[src/rtl/coin_frontend_if.sv]
// Coin front-end bus: raw sensor lines and the downstream handshake in,
// one-hot coin pulses, reject flag and queue occupancy out.
interface coin_frontend_if #(
   parameter int FIFO_DEPTH = 4
);
   localparam int CW = $clog2(FIFO_DEPTH + 1);

   logic          nickel_raw;
   logic          dime_raw;
   logic          quarter_raw;
   logic          accept_en;
   logic          nickel;
   logic          dime;
   logic          quarter;
   logic          reject;
   logic [CW-1:0] fifo_count;

   // The coin front-end itself
   modport master (
      input  nickel_raw, dime_raw, quarter_raw, accept_en,
      output nickel, dime, quarter, reject, fifo_count
   );

   // Sensor side / downstream accumulator
   modport slave (
      output nickel_raw, dime_raw, quarter_raw, accept_en,
      input  nickel, dime, quarter, reject, fifo_count
   );
endinterface

[src/rtl/coin_frontend.sv]
// Coin front-end: synchronises and debounces three coin sensors, turns each
// debounced rising edge into a queued coin event, and delivers queued events
// as single-cycle one-hot pulses when the downstream accepts them. Coins that
// find no room in the queue are dropped and flagged on reject.
module coin_frontend #(
   parameter int DEBOUNCE_CYCLES = 16,
   parameter int FIFO_DEPTH      = 4
) (
   input  logic             clk,
   input  logic             reset_n,
   coin_frontend_if.master  bus
);
   localparam int CNT_W = $clog2(DEBOUNCE_CYCLES);
   localparam int PTR_W = $clog2(FIFO_DEPTH);
   localparam int CW    = $clog2(FIFO_DEPTH + 1);
   localparam logic [CNT_W-1:0] CNT_MAX = CNT_W'(DEBOUNCE_CYCLES - 1);

   // Channel order everywhere: bit 0 nickel, bit 1 dime, bit 2 quarter
   logic [2:0] raw;
   logic [2:0] sync1_q, sync1_d;
   logic [2:0] sync2_q, sync2_d;
   logic [2:0] evt;

   assign raw = {bus.quarter_raw, bus.dime_raw, bus.nickel_raw};

   // Two-stage synchroniser next-state for the asynchronous sensor lines
   always_comb begin
      sync1_d = raw;
      sync2_d = sync1_q;
   end

   // Synchroniser flops
   always_ff @(posedge clk or negedge reset_n) begin
      if (!reset_n) begin
         sync1_q <= '0;
         sync2_q <= '0;
      end else begin
         sync1_q <= sync1_d;
         sync2_q <= sync2_d;
      end
   end

   genvar gi;
   generate
      for (gi = 0; gi < 3; gi++) begin : g_deb
         logic [CNT_W-1:0] cnt_q, cnt_d;
         logic             stb_q, stb_d;

         // Debounce: the stable state flips only after the synchronised
         // input has disagreed with it for DEBOUNCE_CYCLES straight cycles
         always_comb begin
            cnt_d = cnt_q;
            stb_d = stb_q;
            if (sync2_q[gi] == stb_q) begin
               cnt_d = '0;
            end else if (cnt_q == CNT_MAX) begin
               stb_d = sync2_q[gi];
               cnt_d = '0;
            end else begin
               cnt_d = cnt_q + 1'b1;
            end
         end

         // Debounce state flops
         always_ff @(posedge clk or negedge reset_n) begin
            if (!reset_n) begin
               cnt_q <= '0;
               stb_q <= 1'b0;
            end else begin
               cnt_q <= cnt_d;
               stb_q <= stb_d;
            end
         end

         // A coin event is the edge at which the stable state rises
         assign evt[gi] = stb_d & ~stb_q;
      end
   endgenerate

   logic [1:0]       mem_q [FIFO_DEPTH];
   logic [1:0]       mem_d [FIFO_DEPTH];
   logic [PTR_W-1:0] wr_ptr_q, wr_ptr_d;
   logic [PTR_W-1:0] rd_ptr_q, rd_ptr_d;
   logic [CW-1:0]    count_q, count_d;
   logic             nickel_q, nickel_d;
   logic             dime_q, dime_d;
   logic             quarter_q, quarter_d;
   logic             reject_q, reject_d;
   logic             pop;
   logic [CW-1:0]    free_slots;
   logic [1:0]       n_push;
   logic [1:0]       head;

   // Queue control: pop first so its slot can be reused by this edge's pushes,
   // then push events nickel->dime->quarter; whatever does not fit is dropped
   always_comb begin
      mem_d      = mem_q;
      pop        = bus.accept_en && (count_q != '0);
      free_slots = CW'(FIFO_DEPTH) - count_q + CW'(pop);
      n_push     = '0;
      reject_d   = 1'b0;
      for (int k = 0; k < 3; k++) begin
         if (evt[k]) begin
            if (CW'(n_push) < free_slots) begin
               mem_d[wr_ptr_q + PTR_W'(n_push)] = 2'(k + 1);
               n_push = n_push + 2'd1;
            end else begin
               reject_d = 1'b1;
            end
         end
      end
      wr_ptr_d  = wr_ptr_q + PTR_W'(n_push);
      rd_ptr_d  = rd_ptr_q + PTR_W'(pop);
      count_d   = count_q - CW'(pop) + CW'(n_push);
      head      = mem_q[rd_ptr_q];
      nickel_d  = pop && (head == 2'b01);
      dime_d    = pop && (head == 2'b10);
      quarter_d = pop && (head == 2'b11);
   end

   // Queue storage; contents are only meaningful between the pointers
   always_ff @(posedge clk) begin
      mem_q <= mem_d;
   end

   // Queue pointers, occupancy and registered output pulses
   always_ff @(posedge clk or negedge reset_n) begin
      if (!reset_n) begin
         wr_ptr_q  <= '0;
         rd_ptr_q  <= '0;
         count_q   <= '0;
         nickel_q  <= 1'b0;
         dime_q    <= 1'b0;
         quarter_q <= 1'b0;
         reject_q  <= 1'b0;
      end else begin
         wr_ptr_q  <= wr_ptr_d;
         rd_ptr_q  <= rd_ptr_d;
         count_q   <= count_d;
         nickel_q  <= nickel_d;
         dime_q    <= dime_d;
         quarter_q <= quarter_d;
         reject_q  <= reject_d;
      end
   end

   assign bus.nickel     = nickel_q;
   assign bus.dime       = dime_q;
   assign bus.quarter    = quarter_q;
   assign bus.reject     = reject_q;
   assign bus.fifo_count = count_q;
endmodule
[src/flat_wrapper.sv]
// flat-port wrapper written by rule: the top's interface ports become plain ports
module coin_frontend_flat 
#(
   parameter int DEBOUNCE_CYCLES = 16,
   parameter int FIFO_DEPTH      = 4
)
  (clk, reset_n, bus_nickel_raw, bus_dime_raw, bus_quarter_raw, bus_accept_en, bus_nickel, bus_dime, bus_quarter, bus_reject, bus_fifo_count);
  coin_frontend_if #(.FIFO_DEPTH(FIFO_DEPTH)) bus_i ();
  input  logic clk;
  input  logic reset_n;
  input wire logic [$bits(bus_i.nickel_raw)-1:0] bus_nickel_raw;
  input wire logic [$bits(bus_i.dime_raw)-1:0] bus_dime_raw;
  input wire logic [$bits(bus_i.quarter_raw)-1:0] bus_quarter_raw;
  input wire logic [$bits(bus_i.accept_en)-1:0] bus_accept_en;
  output wire logic [$bits(bus_i.nickel)-1:0] bus_nickel;
  output wire logic [$bits(bus_i.dime)-1:0] bus_dime;
  output wire logic [$bits(bus_i.quarter)-1:0] bus_quarter;
  output wire logic [$bits(bus_i.reject)-1:0] bus_reject;
  output wire logic [$bits(bus_i.fifo_count)-1:0] bus_fifo_count;
  assign bus_i.nickel_raw = bus_nickel_raw;
  assign bus_i.dime_raw = bus_dime_raw;
  assign bus_i.quarter_raw = bus_quarter_raw;
  assign bus_i.accept_en = bus_accept_en;
  assign bus_nickel = bus_i.nickel;
  assign bus_dime = bus_i.dime;
  assign bus_quarter = bus_i.quarter;
  assign bus_reject = bus_i.reject;
  assign bus_fifo_count = bus_i.fifo_count;
  coin_frontend #(.DEBOUNCE_CYCLES(DEBOUNCE_CYCLES), .FIFO_DEPTH(FIFO_DEPTH)) u_core (.clk(clk), .reset_n(reset_n), .bus(bus_i));
endmodule
[config.mk]
export PLATFORM = sky130hd
export DESIGN_NAME = coin_frontend_flat
export DESIGN_NICKNAME = d
export VERILOG_FILES = /design/src/rtl/coin_frontend_if.sv /design/src/rtl/coin_frontend.sv /design/src/flat_wrapper.sv
export SDC_FILE = /design/constraint.sdc
export NUM_CORES = 1
export LEC_CHECK = 0
export ABC_AREA = 1
export BUFFER_PORTS_ARGS = -buffer_cell sky130_fd_sc_hd__clkbuf_2
export CAP_MARGIN = 20
export CORE_MARGIN = 2
export CORE_UTILIZATION = 40
export CTS_CLUSTER_SIZE = 16
export DETAILED_ROUTE_END_ITERATION = 10
export MAX_ROUTING_LAYER = met4
export PLACE_DENSITY = 0.52
export SLEW_MARGIN = 20
export SYNTH_ARGS = -nofsm -noshare
export SYNTH_HDL_FRONTEND = slang
export SYNTH_SLANG_ARGS = --single-unit
[constraint.sdc]
create_clock -name clk -period 7.2 [get_ports clk]
set_clock_uncertainty 0.05 [all_clocks]
set_input_delay 1.44 -clock clk [delete_from_list [all_inputs] [get_ports clk]]
set_output_delay 1.44 -clock clk [all_outputs]
set_load 0.01 [all_outputs]
# Word level (Yosys, flattened, before mapping)
# Cells that the tools add are included.
# W data, S select, Z words.
[totals] output_inout_bits=7 regBits=40 inputBits=6 word_cells=115
[classes] add_sub_neg=13 n_reduce_logical=8 muxes=39 magnitude_cmp=10 bitwise_logic=17 n_eq_ne=9
[ops] cell="$mux W8" count=6
[ops] cell="$mux W4" count=6
[ops] cell="$mux W2" count=10
[ops] cell="$mux W1" count=13
[ops] cell="$add A4 B1 Y4 const B" count=3
[ops] cell="$demux W2 S2" count=3
[ops] cell="$eq A4 B4 Y1 const B" count=3
[ops] cell="$ge A3 B3 Y1 const B" count=4
[ops] cell="$not A2 Y3" count=4
[ops] cell="$lt A3 B1 Y1 const B" count=3
[ops] cell="$and A4 B4 Y4" count=2
[ops] cell="$not A4 Y4" count=2
[ops] cell="$or A4 B4 Y4" count=2
[ops] cell="$or A8 B8 Y8" count=1
[ops] cell="$logic_and A1 B1 Y1" count=7
[ops] cell="$add A2 B2 Y2" count=3
[ops] cell="$lt A2 B3 Y1" count=2
[ops] cell="$add A2 B1 Y2 const B" count=2
[ops] cell="$bmux W2 S2" count=1
[ops] cell="$eq A2 B2 Y1 const B" count=2
[ops] cell="$add A3 B1 Y3" count=1
[ops] cell="$add A3 B2 Y3" count=1
[ops] cell="$and A1 B1 Y1" count=3
[ops] cell="$eq A1 B1 Y1" count=3
[ops] cell="7 further kinds" count=9

# Depth between registers and ports, before layout
# Gate-level depths: netlist (run 1).
[logic_depth] depth_word=19 ltp_mapped=23 depth_no_buf=23

# Worst setup path before layout (run 1)
# Ideal clock, no wire load.
[synth_timing] path_kind="input port to flip-flop" start="input port bus_accept_en" end="register u_core.count_q[2] (netlist: u_core.bus.fifo_count[2])" setup_time_ns=0.129 stages=23 slack_ns=2.905 arrival_time_ns=4.116 t_required_ns=7.021 path_cell_list="o31ai_1 ha_1 inv_1 ha_1 inv_1 nand2_1 nand2_1 nor2_2 inv_1 nand3_1 inv_1 ha_1 inv_1 nor2_1 nand2_2 nand3_4 nand2_1 o21ai_0 inv_1 ha_1 fa_1 xnor2_1 xor2_1"
[synth_via] elab_chain_len=12
[synth_rtl] item="start: declaration" line="flat_wrapper.sv:14" text="input wire logic [$bits(bus_i.accept_en)-1:0] bus_accept_en;"
[synth_rtl] item="$logic_and A1 B1 Y1 *" line="coin_frontend.sv:98" text="pop = bus.accept_en && (count_q != '0);"
[synth_rtl] item="$add A3 B1 Y3" line="coin_frontend.sv:99" text="free_slots = CW'(FIFO_DEPTH) - count_q + CW'(pop);"
[synth_rtl] item="$lt A1 B3 Y1" line="coin_frontend.sv:104" text="if (CW'(n_push) < free_slots) begin"
[synth_rtl] item="$mux W1" line="coin_frontend.sv:104"
[synth_rtl] item="$mux W2" line="coin_frontend.sv:103" text="if (evt[k]) begin"
[synth_rtl] item="$lt A2 B3 Y1 or $add A2 B1 Y2 (tied branches)" line="coin_frontend.sv:104, coin_frontend.sv:106"
[synth_rtl] item="$mux W2" line="coin_frontend.sv:104"
[synth_rtl] item="$mux W2" line="coin_frontend.sv:103"
[synth_rtl] item="$lt A2 B3 Y1 or $add A2 B1 Y2 (tied branches)" line="coin_frontend.sv:104, coin_frontend.sv:106"
[synth_rtl] item="$mux W2" line="coin_frontend.sv:104"
[synth_rtl] item="$mux W2" line="coin_frontend.sv:103"
[synth_rtl] item="$add A3 B2 Y3 *" line="coin_frontend.sv:114" text="count_d = count_q - CW'(pop) + CW'(n_push);"
[synth_rtl] item="via u_core.count_d[2]" line="coin_frontend.sv:84" text="logic [CW-1:0] count_q, count_d;"
[synth_rtl] item="end signal: assignment" line="coin_frontend.sv:139" text="count_q <= count_d;"
[synth_rtl] item="end: declaration" line="coin_frontend.sv:84"
# Mark *: on every way through the listed nets, which the timed path passes. The rest lies on a longest branch.

# Worst setup path in the final report (run 1)
# Ends and elaborated chain as after synthesis.

==> out/results.ini, run 1 <==
[status]
status = finished, final reports clean

[sta]
finalMaxSlewViolations = 0
tightest_slew_ns = 0.773
whs_ns = 0.291
setup_viol = 0
maxSlewHeadroom = 0.485
tns_ns = 0
fin_crit_ns = 4.27
fmax_ghz = 0.234
period_share = 0.593
rsz0062_at_grt = no
hold_violations = 0

[worst_setup_path]
r2r-end = u_core.bus.fifo_count[2]
reg2regPathDepth = 21
critPathMaxFanout = 5
reg2reg_from = u_core.bus.fifo_count[2]
required_ns = 7.36
critPathArrivalTime_ns = 4.43
reg2reg_slack_ns = 3.40
critPathKind = input pin to register
crit_path_start_kind = input pin
critPathCaptureType = register

[cts]
cts_tree = built
clock_sinks = 40
cts_inserted_buffers = 5
clk_pin_slew_ns = 0.08
post_cts_buffers = 0
clock_latency_ns = 0.29
cts_buffer_depth = 2
hold_buffers = 0
ctsResizeCount = 0
cts-root-buf = clkbuf_8
htree_num_levels = 2

[global_route]
grt_remaining_overflow = 0
antenna_found_initial = 0
grt_max_degree = 33
grt_first_pass_wirelength_um = 6060
grt_pass1_vias = 1324
grt_usage = 0.147

[power]
power_frac_seq = 0.410
p_int_mw = 0.459
vdd.ir_drop.worst_v = 0.000136
power.share.clock = 0.320
pwr-share-comb = 0.270
swShare = 0.314
p_sw_mw = 0.210
power_density_nw_per_um2 = 289
leakage_nw = 1.17

[floorplanning]
die_area_um2 = 5690
die_w_um = 75.4
die_h_um = 75.4
row_count = 25
placeableCoreArea_um2 = 4820
start_util = 0.424
ios = 13

[worst_hold_path]
hold_path.startpoint = u_core.sync1_q[1]
holdPathEnd = u_core.sync2_q[1]
hold_class = register to register
hold_path_depth = 0

[synthesis]
synth_fp_nets = 244
yosysSeqAreaShare = 0.471
ys_types = 31
netlist_area_um2 = 2040
ys_warn_count = 0
netlist_instances = 224
ys_seq_elements = 40
synth.avg_cell_area_um2 = 9.11

[placed_design]
hpwl_um = 2690
io_buffers = 12
routabilityCongestion = 0.812

[detailed_routing]
top_layer = met4
viasPerCell = 4.58
wirelength_um = 3400
routed-via-count = 1419
dr_wl_met2_um = 1580
drc = 0
wirelength_met1_um = 1630
routedWlPerCell_um = 11.0
drt_iter0_markers = 82
dr.pass1.iters = 4
antenna_left = 0
wl_met3_um = 130

[cells_and_area]
layout_common_cells = inv_1, nand2_1, dfrtp_1
drive_gt1_frac = 0.152
area_growth_pct = 13.3
nNetsFinal = 262
diodes = 0
fillCellCount = 508

[job]
maxCapViolCount = 0

-- cell type report --
cell class                 instances  area [um2]  share of cell area
clock buffer                       6        72.6              0.0314
multi-input combinational        145         931               0.403
tap                               67        83.8              0.0363
clock inverter                     2        60.1              0.0260
inverter                          38         144              0.0622
sequential                        40         961               0.416
timing repair buffer              12        60.1              0.0260
-- worst max-delay path, cell delays in order --
cell and delay, ns:
clkbuf_2 0.08, o31ai_1 0.11, ha_1 0.22, inv_1 0.04
ha_1 0.19, nand2_1 0.07, nand2_1 0.07, nor2_2 0.15
inv_1 0.07, nand3_1 0.06, inv_1 0.05, ha_1 0.26
inv_1 0.06, nor2_1 0.04, nand2_2 0.09, nand3_4 0.09
o21ai_0 0.17, inv_1 0.06, ha_1 0.29, fa_1 0.43
xnor2_1 0.21, xor2_1 0.16
-- cell usage after synthesis --
cell       n  area, um2
nor2_4     2       22.5
o31ai_1    2       15.0
o21ai_1    1       5.00
nand3_4    2       35.0
buf_2      1       5.00
nor2_8     1       20.0
nand2_2    2       12.5
a31oi_1    2       12.5
xnor2_1    5       43.8
a32oi_1    1       8.76
a21oi_1    6       30.0
nand2_1   36        135
ha_1      13        163
inv_1     36        135
nand3_2    5       50.1
dfrtp_1   32        801
inv_2      1       3.75
xor2_1     9       78.8
dfxtp_1    8        160
o21bai_2   1       11.3
o21ai_2    2       17.5
fa_1       1       20.0
nor2_2     1       6.26
nand3_1   12       60.1
o21ai_0    7       35.0
nor3_1     3       15.0
o22ai_1    1       6.26
clkinv_2   1       5.00
nor2_1    24       90.1
and2_1     3       18.8
nand4_1    3       18.8
-- layer usage --
metal / global-route usage / vias to the layer above
li1: - / 743
met5: - / -
met3: 0.0370 / 7
met2: 0.231 / 17
met1: 0.182 / 652
met4: 0.0585 / 0
-- flip-flops by register name, indices dropped and copies added, names as in the netlist, 2 cells and up --
register and flops:
u_core.g_deb.cnt_q 12, u_core.rd_ptr_q 2, u_core.wr_ptr_q 2, u_core.mem_q 8, u_core.sync2_q 3, u_core.sync1_q 3, u_core.bus.fifo_count 3, u_core.g_deb.stb_q 3
-- stage by stage --
stage | power [mW] | std cells | utilization | setup slack (ns) | cell area, um2
after floorplan | 0.413 | 224 | - | 2.90 | 2040
after global placement | 0.467 | 302 | 0.452 | 2.69 | 2180
after detailed placement | 0.465 | 302 | 0.452 | 2.62 | 2180
after CTS | 0.684 | 310 | 0.480 | 2.91 | 2310
after global routing | 0.722 | 310 | 0.480 | 2.70 | 2310
final | 0.669 | 310 | 0.480 | 2.93 | 2310
-- logic make-up (layout without fill, tap and decap cells) --
| logic type | Yosys count | after routing | synth area share |
|---|---|---|---|
| fa+ha+maj | 14 | 14 | 0.0895 |
| simple gates | 94 | 94 | 0.237 |
| xor+xnor | 14 | 14 | 0.0601 |
| compound gates | 23 | 23 | 0.0693 |
| flops | 40 | 40 | 0.471 |
| buf+inv | 39 | 58 | 0.0730 |
-- worst max path at each step --
stage / start / end / slack (ns) / cells after the start
floorplan: bus_accept_en / u_core.bus.fifo_count[2] / 2.90 / 23
global placement: bus_accept_en / u_core.bus.fifo_count[2] / 2.69 / 23
detailed placement: bus_accept_en / u_core.bus.fifo_count[2] / 2.62 / 22
CTS: bus_accept_en / u_core.bus.fifo_count[2] / 2.91 / 22
global route: bus_accept_en / u_core.bus.fifo_count[2] / 2.70 / 23
finish: bus_accept_en / u_core.bus.fifo_count[2] / 2.93 / 22
-- power groups by stage --
stage	combinational (mW)	clock, mW	sequential (mW)
floorplan	0.132	0	0.280
global placement	0.187	0	0.280
detailed placement	0.186	0	0.279
CTS	0.187	0.223	0.275
global route	0.210	0.233	0.280
finish	0.181	0.214	0.274
Power figures use the tool's default switching activity.
==> run 2, diff against run 1 <==
==> constraint.sdc (replaced) <==
create_clock -name clk -period 4.3 [get_ports clk]
set_clock_uncertainty 0.05 [all_clocks]
set_input_delay 0.86 -clock clk [delete_from_list [all_inputs] [get_ports clk]]
set_output_delay 0.86 -clock clk [all_outputs]
set_load 0.01 [all_outputs]
==> run 2 against run 1 <==
  * Register-to-register slack got worse by 2.9 ns
  * Final cell count is the same
  * Clock-buffer cell count unchanged
  * Combinational power is 67% higher
  * Power rose by 67%
  * Largest cell class unchanged
  * Critical endpoint unchanged
==> out/results.ini, run 2 (synthesis results as in run 1) <==
[status]
status = finished, final reports clean  ; unchanged

[placed_design]
pre_cts_ws_ns = 0.304  ; was 2.62 ns
io_buffers = 12  ; unchanged
hpwl_um = 2690  ; about the same
routabilityCongestion = 0.812  ; about the same

[detailed_routing]
routedWlPerCell_um = 11.0  ; about the same
antenna_left = 0  ; unchanged
drt_iter0_markers = 76  ; was 82
dr.pass1.iters = 4  ; unchanged
wirelength_um = 3400  ; about the same
routed-via-count = 1416  ; was 1419
viasPerCell = 4.57  ; was 4.58
drc = 0  ; unchanged

[worst_setup_path]
critPathArrivalTime_ns = 3.96  ; was 4.43 ns
crit_path_start_kind = register  ; was input pin
critPathKind = register to register  ; was input pin to register
critPathCaptureType = register  ; unchanged
reg2reg_slack_ns = 0.50  ; was 3.40 ns
critPathMaxFanout = 6  ; was 5
required_ns = 4.46  ; was 7.36 ns

[cells_and_area]
area_growth_pct = 13.3  ; unchanged
reg_top3 = u_core.g_deb.cnt_q: 12 flops, u_core.mem_q: 8 flops  ; unchanged
nNetsFinal = 262  ; unchanged
largest_register_ff_count = 12  ; unchanged
layout_common_cells = inv_1, nand2_1, dfrtp_1  ; unchanged
final_core_util = 0.480  ; unchanged
diodes = 0  ; unchanged
max_flop_register = u_core.g_deb.cnt_q  ; unchanged
drive_gt1_frac = 0.152  ; unchanged

[job]
maxCapViolCount = 0  ; unchanged

[cts]
clock_latency_ns = 0.29  ; about the same
cts_buffer_depth = 2  ; unchanged
clk_pin_slew_ns = 0.08  ; about the same
hold_buffers = 0  ; unchanged
cts-root-buf = clkbuf_8  ; unchanged
post_cts_buffers = 0  ; unchanged
ctsResizeCount = 0  ; unchanged
cts_inserted_buffers = 5  ; unchanged
htree_num_levels = 2  ; unchanged
cts_tree = built  ; unchanged
clock_sinks = 40  ; unchanged

[sta]
tightest_slew_ns = 0.773  ; about the same
fmax_ghz = 0.263
finalMaxSlewViolations = 0  ; unchanged
hold_violations = 0  ; unchanged
tns_ns = 0  ; unchanged
setup_viol = 0  ; unchanged
period_share = 0.884
fin_ws_ns = 0.500  ; was 2.93 ns
fin_crit_ns = 3.80
rsz0062_at_grt = no  ; unchanged
maxSlewHeadroom = 0.485  ; about the same

[power]
power_density_nw_per_um2 = 485  ; was 289 nW/um2
vdd.ir_drop.worst_v = 0.000228  ; was 0.000136 V
leakage_nw = 1.17  ; unchanged

[global_route]
antenna_found_initial = 0  ; unchanged
grt_remaining_overflow = 0  ; unchanged
grt_max_degree = 33  ; unchanged
grt_pass1_vias = 1324  ; unchanged
grt_usage = 0.147  ; unchanged
grt_first_pass_wirelength_um = 6060  ; unchanged

[floorplanning]
ios = 13  ; unchanged
start_util = 0.424  ; unchanged
die_area_um2 = 5690  ; unchanged
row_count = 25  ; unchanged
die_w_um = 75.4  ; unchanged
placeableCoreArea_um2 = 4820  ; unchanged
die_h_um = 75.4  ; unchanged

[worst_hold_path]
hold_class = register to register  ; unchanged

==> run 2: critical path: stages (launching register included) <==
cell	delay (ns)
dfrtp_1	0.47
o31ai_1	0.40
ha_1	0.22
inv_1	0.04
ha_1	0.19
nand2_1	0.07
nand2_1	0.07
nor2_2	0.15
inv_1	0.07
nand3_1	0.06
inv_1	0.05
ha_1	0.26
inv_1	0.06
nor2_1	0.04
nand2_2	0.09
nand3_4	0.09
o21ai_0	0.17
inv_1	0.06
ha_1	0.29
fa_1	0.43
xnor2_1	0.21
xor2_1	0.16
==> run 2: final timing paths <==
check / startpoint / endpoint / cells after the start
max: u_core.bus.fifo_count[2] / u_core.bus.fifo_count[2] / 21
min: u_core.sync1_q[1] / u_core.sync2_q[1] / 0
max reg2reg: u_core.bus.fifo_count[2] / u_core.bus.fifo_count[2] / 21
min reg2reg: u_core.sync1_q[1] / u_core.sync2_q[1] / 0
max in group asynchronous: reset_n / u_core.g_deb[0].cnt_q[2] / 1
min in group asynchronous: reset_n / u_core.g_deb[1].cnt_q[0] / 1
==> run 2: metal layers <==
layer  share of wire  GRT usage  vias to the layer above  routed length [um]
li1                -          -                      743                   -
met1            0.48      0.182                      649                1630
met2            0.47      0.231                       17                1580
met3           0.038     0.0370                        7                 130
met4           0.017     0.0585                        0                  58
met5               0          -                        -                   0
==> run 2: cell type report <==
cell class                      instances  area [um2]
Fill cell                             508        2500
Inverter                               38         144
Sequential cell                        40         961
Clock inverter                          2        60.1
Timing Repair Buffer                   12        60.1
Tap cell                               67        83.8
Multi-Input combinational cell        145         931
Clock buffer                            6        72.6
==> run 2: through the flow <==
stage          instance area, um2  hold slack [ns]  std cells  power (mW)
6_report                     2310            0.291        310        1.12
5_1_grt                      2310            0.307        310        1.21
4_1_cts                      2310            0.293        310        1.14
3_5_place_dp                 2180            0.285        302       0.778
3_3_place_gp                 2180            0.283        302       0.782
2_1_floorplan                2040            0.281        224       0.691
==> run 2: where the power goes <==
group	switching (mW)	internal [mW]
sequential	0.0417	0.418
clock	0.126	0.232
combinational	0.184	0.120
total	0.352	0.769
==> run 3, diff against run 2 <==
--- a/config.mk
+++ b/config.mk
@@ -13,7 +13,6 @@
 export CTS_CLUSTER_SIZE = 16
 export DETAILED_ROUTE_END_ITERATION = 10
 export MAX_ROUTING_LAYER = met4
-export PLACE_DENSITY = 0.52
 export SLEW_MARGIN = 20
 export SYNTH_ARGS = -nofsm -noshare
 export SYNTH_HDL_FRONTEND = slang
==> run 3 against run 2 <==
  * Maximum frequency up 0.89%
  * Clock power decreased by 28%
  * First-iteration DRC count shrank 41%
  * Worst hold slack better by 0.010 ns
  * Combinational power barely moved
  * Global-route usage fell by 0.52 points
  * Critical endpoint unchanged
  * Largest power group unchanged
==> out/results.ini, run 3 (synthesis results as in run 1) <==
[worst_hold_path]
hold_path_depth = 0  ; unchanged
hold_class = register to register  ; unchanged

[detailed_routing]
antenna_left = 0  ; unchanged
drt_iter0_markers = 45  ; was 76
drc = 0  ; unchanged
viasPerCell = 4.64  ; was 4.57
routed-via-count = 1437  ; was 1416
routedWlPerCell_um = 10.8  ; was 11.0 um
wirelength_um = 3340  ; was 3400 um
dr.pass1.iters = 4  ; unchanged

[cells_and_area]
largest_register_ff_count = 12  ; unchanged
diodes = 0  ; unchanged
layout_common_cells = inv_1, nand2_1, dfrtp_1  ; unchanged
area_growth_pct = 11.3  ; was 13.3%
design_area_um2 = 2270  ; was 2310 um2
max_flop_register = u_core.g_deb.cnt_q  ; unchanged
drive_gt1_frac = 0.156  ; was 0.152
nNetsFinal = 262  ; unchanged
reg_top3 = u_core.g_deb.cnt_q: 12 flops, u_core.mem_q: 8 flops  ; unchanged

[sta]
tightest_slew_ns = 0.804  ; was 0.773 ns
maxSlewHeadroom = 0.464  ; was 0.485
setup_viol = 0  ; unchanged
hold_violations = 0  ; unchanged
fmax_ghz = 0.265  ; was 0.263 GHz
finalMaxSlewViolations = 0  ; unchanged
tns_ns = 0  ; unchanged
whs_ns = 0.301  ; was 0.291 ns
period_share = 0.876  ; was 0.884
fin_ws_ns = 0.533  ; was 0.500 ns
rsz0062_at_grt = no  ; unchanged
fin_crit_ns = 3.77  ; was 3.80 ns

[global_route]
grt_first_pass_wirelength_um = 5820  ; was 6060 um
grt_max_degree = 33  ; unchanged
antenna_found_initial = 0  ; unchanged
grt_usage = 0.142  ; was 0.147
grt_remaining_overflow = 0  ; unchanged
grt_pass1_vias = 1325  ; was 1324

[cts]
clock_sinks = 40  ; unchanged
ctsResizeCount = 0  ; unchanged
clk_pin_slew_ns = 0.07  ; was 0.08 ns
cts_inserted_buffers = 5  ; unchanged
cts_tree = built  ; unchanged
hold_buffers = 0  ; unchanged
clock_latency_ns = 0.29  ; about the same
cts-root-buf = clkbuf_8  ; unchanged
htree_num_levels = 2  ; unchanged
cts_buffer_depth = 2  ; unchanged
post_cts_buffers = 0  ; unchanged

[worst_setup_path]
critPathCaptureType = register  ; unchanged
reg2regPathDepth = 22  ; was 21
critPathMaxStageDelay_ns = 0.46  ; was 0.47 ns
crit_path_start_kind = register  ; unchanged
critPathBufInv = 5  ; unchanged
path_depth = 22  ; was 21
path_cells = o31ai_1 > ha_1 > inv_1 > ha_1 > nand2_1 > nand2_1 > nor2_2 > inv_1 > nand3_1 > inv_1 > ha_1 > inv_1 > nor2_1 > nand2_2 > nand3_4 > nand2_1 > o21ai_0 > inv_1 > ha_1 > fa_1 > xnor2_1 > xor2_1  ; was o31ai_1 > ha_1 > inv_1 > ha_1 > nand2_1 > nand2_1 > nor2_2 > inv_1 > nand3_1 > inv_1 > ha_1 > inv_1 > nor2_1 > nand2_2 > nand3_4 > o21ai_0 > inv_1 > ha_1 > fa_1 > xnor2_1 > xor2_1
required_ns = 4.47  ; was 4.46 ns
crit_family = adder cells  ; unchanged
critPathKind = register to register  ; unchanged
critPathArrivalTime_ns = 3.93  ; was 3.96 ns
critPathMaxFanout = 6  ; unchanged
crit_slowest_cell = dfrtp_1  ; unchanged
crit_path_frequent_cell = inv_1  ; unchanged

[floorplanning]
start_util = 0.424  ; unchanged
die_area_um2 = 5690  ; unchanged
die_w_um = 75.4  ; unchanged
ios = 13  ; unchanged
row_count = 25  ; unchanged
die_h_um = 75.4  ; unchanged
placeableCoreArea_um2 = 4820  ; unchanged

[placed_design]
hpwl_um = 2560  ; was 2690 um
placed_cell_area_um2 = 2180  ; unchanged
routabilityCongestion = 0.823  ; was 0.812
io_buffers = 12  ; unchanged
pre_cts_ws_ns = 0.291  ; was 0.304 ns

[job]
maxCapViolCount = 0  ; unchanged

[power]
p_int_mw = 0.664  ; was 0.769 mW
power.share.clock = 0.254  ; was 0.319
swShare = 0.346  ; was 0.314
vdd.ir_drop.worst_v = 0.000135  ; was 0.000228 V
leakage_nw = 1.16  ; was 1.17 nW
p_sw_mw = 0.352  ; about the same
power_density_nw_per_um2 = 447  ; was 485 nW/um2
power_frac_seq = 0.450  ; was 0.410
p_total_mw = 1.02  ; was 1.12 mW
pwr-share-comb = 0.296  ; was 0.270

[status]
status = finished, final reports clean  ; unchanged

## run 3: layout make-up
type | instances | area (um2)
fill | 471 | 2540
sequential | 40 | 961
multi-input combinational | 145 | 931
inverter | 38 | 144
tap | 67 | 83.8
clock buffer | 6 | 82.6
timing repair buffer | 12 | 60.1
clock inverter | 2 | 10.0
## run 3: power groups by stage
stage                     registers, mW  logic, mW  clock network (mW)
final                             0.458      0.300               0.258
after global routing              0.466      0.350               0.286
after floorplan                   0.469      0.222                   0
after detailed placement          0.467      0.303                   0
after CTS                         0.459      0.304               0.272
after global placement            0.466      0.300                   0
## run 3: metrics by stage
| stage | utilization | std cells |
|---|---|---|
| after global placement | 0.452 | 302 |
| after floorplan | - | 224 |
| after CTS | 0.472 | 310 |
| after global routing | 0.472 | 310 |
| final | 0.472 | 310 |
| after detailed placement | 0.452 | 302 |
## run 3: worst paths after layout
kind / startpoint / to / slack [ns]
min reg2reg: u_core.sync1_q[2] / u_core.sync2_q[2] / 0.30
max reg2reg: u_core.bus.fifo_count[2] / u_core.bus.fifo_count[2] / 0.53
min: u_core.sync1_q[2] / u_core.sync2_q[2] / 0.30
max: u_core.bus.fifo_count[2] / u_core.bus.fifo_count[2] / 0.53
max in group asynchronous: reset_n / u_core.g_deb[0].cnt_q[0] / 3.10
min in group asynchronous: reset_n / u_core.bus.nickel / 0.59
## run 3: per-layer routing
layer | vias up | routed length, um | GRT usage
li1 | 747 | - | -
met1 | 668 | 1580 | 0.169
met2 | 18 | 1610 | 0.232
met3 | 4 | 107 | 0.0397
met4 | 0 | 40 | 0.0468
met5 | - | 0 | -
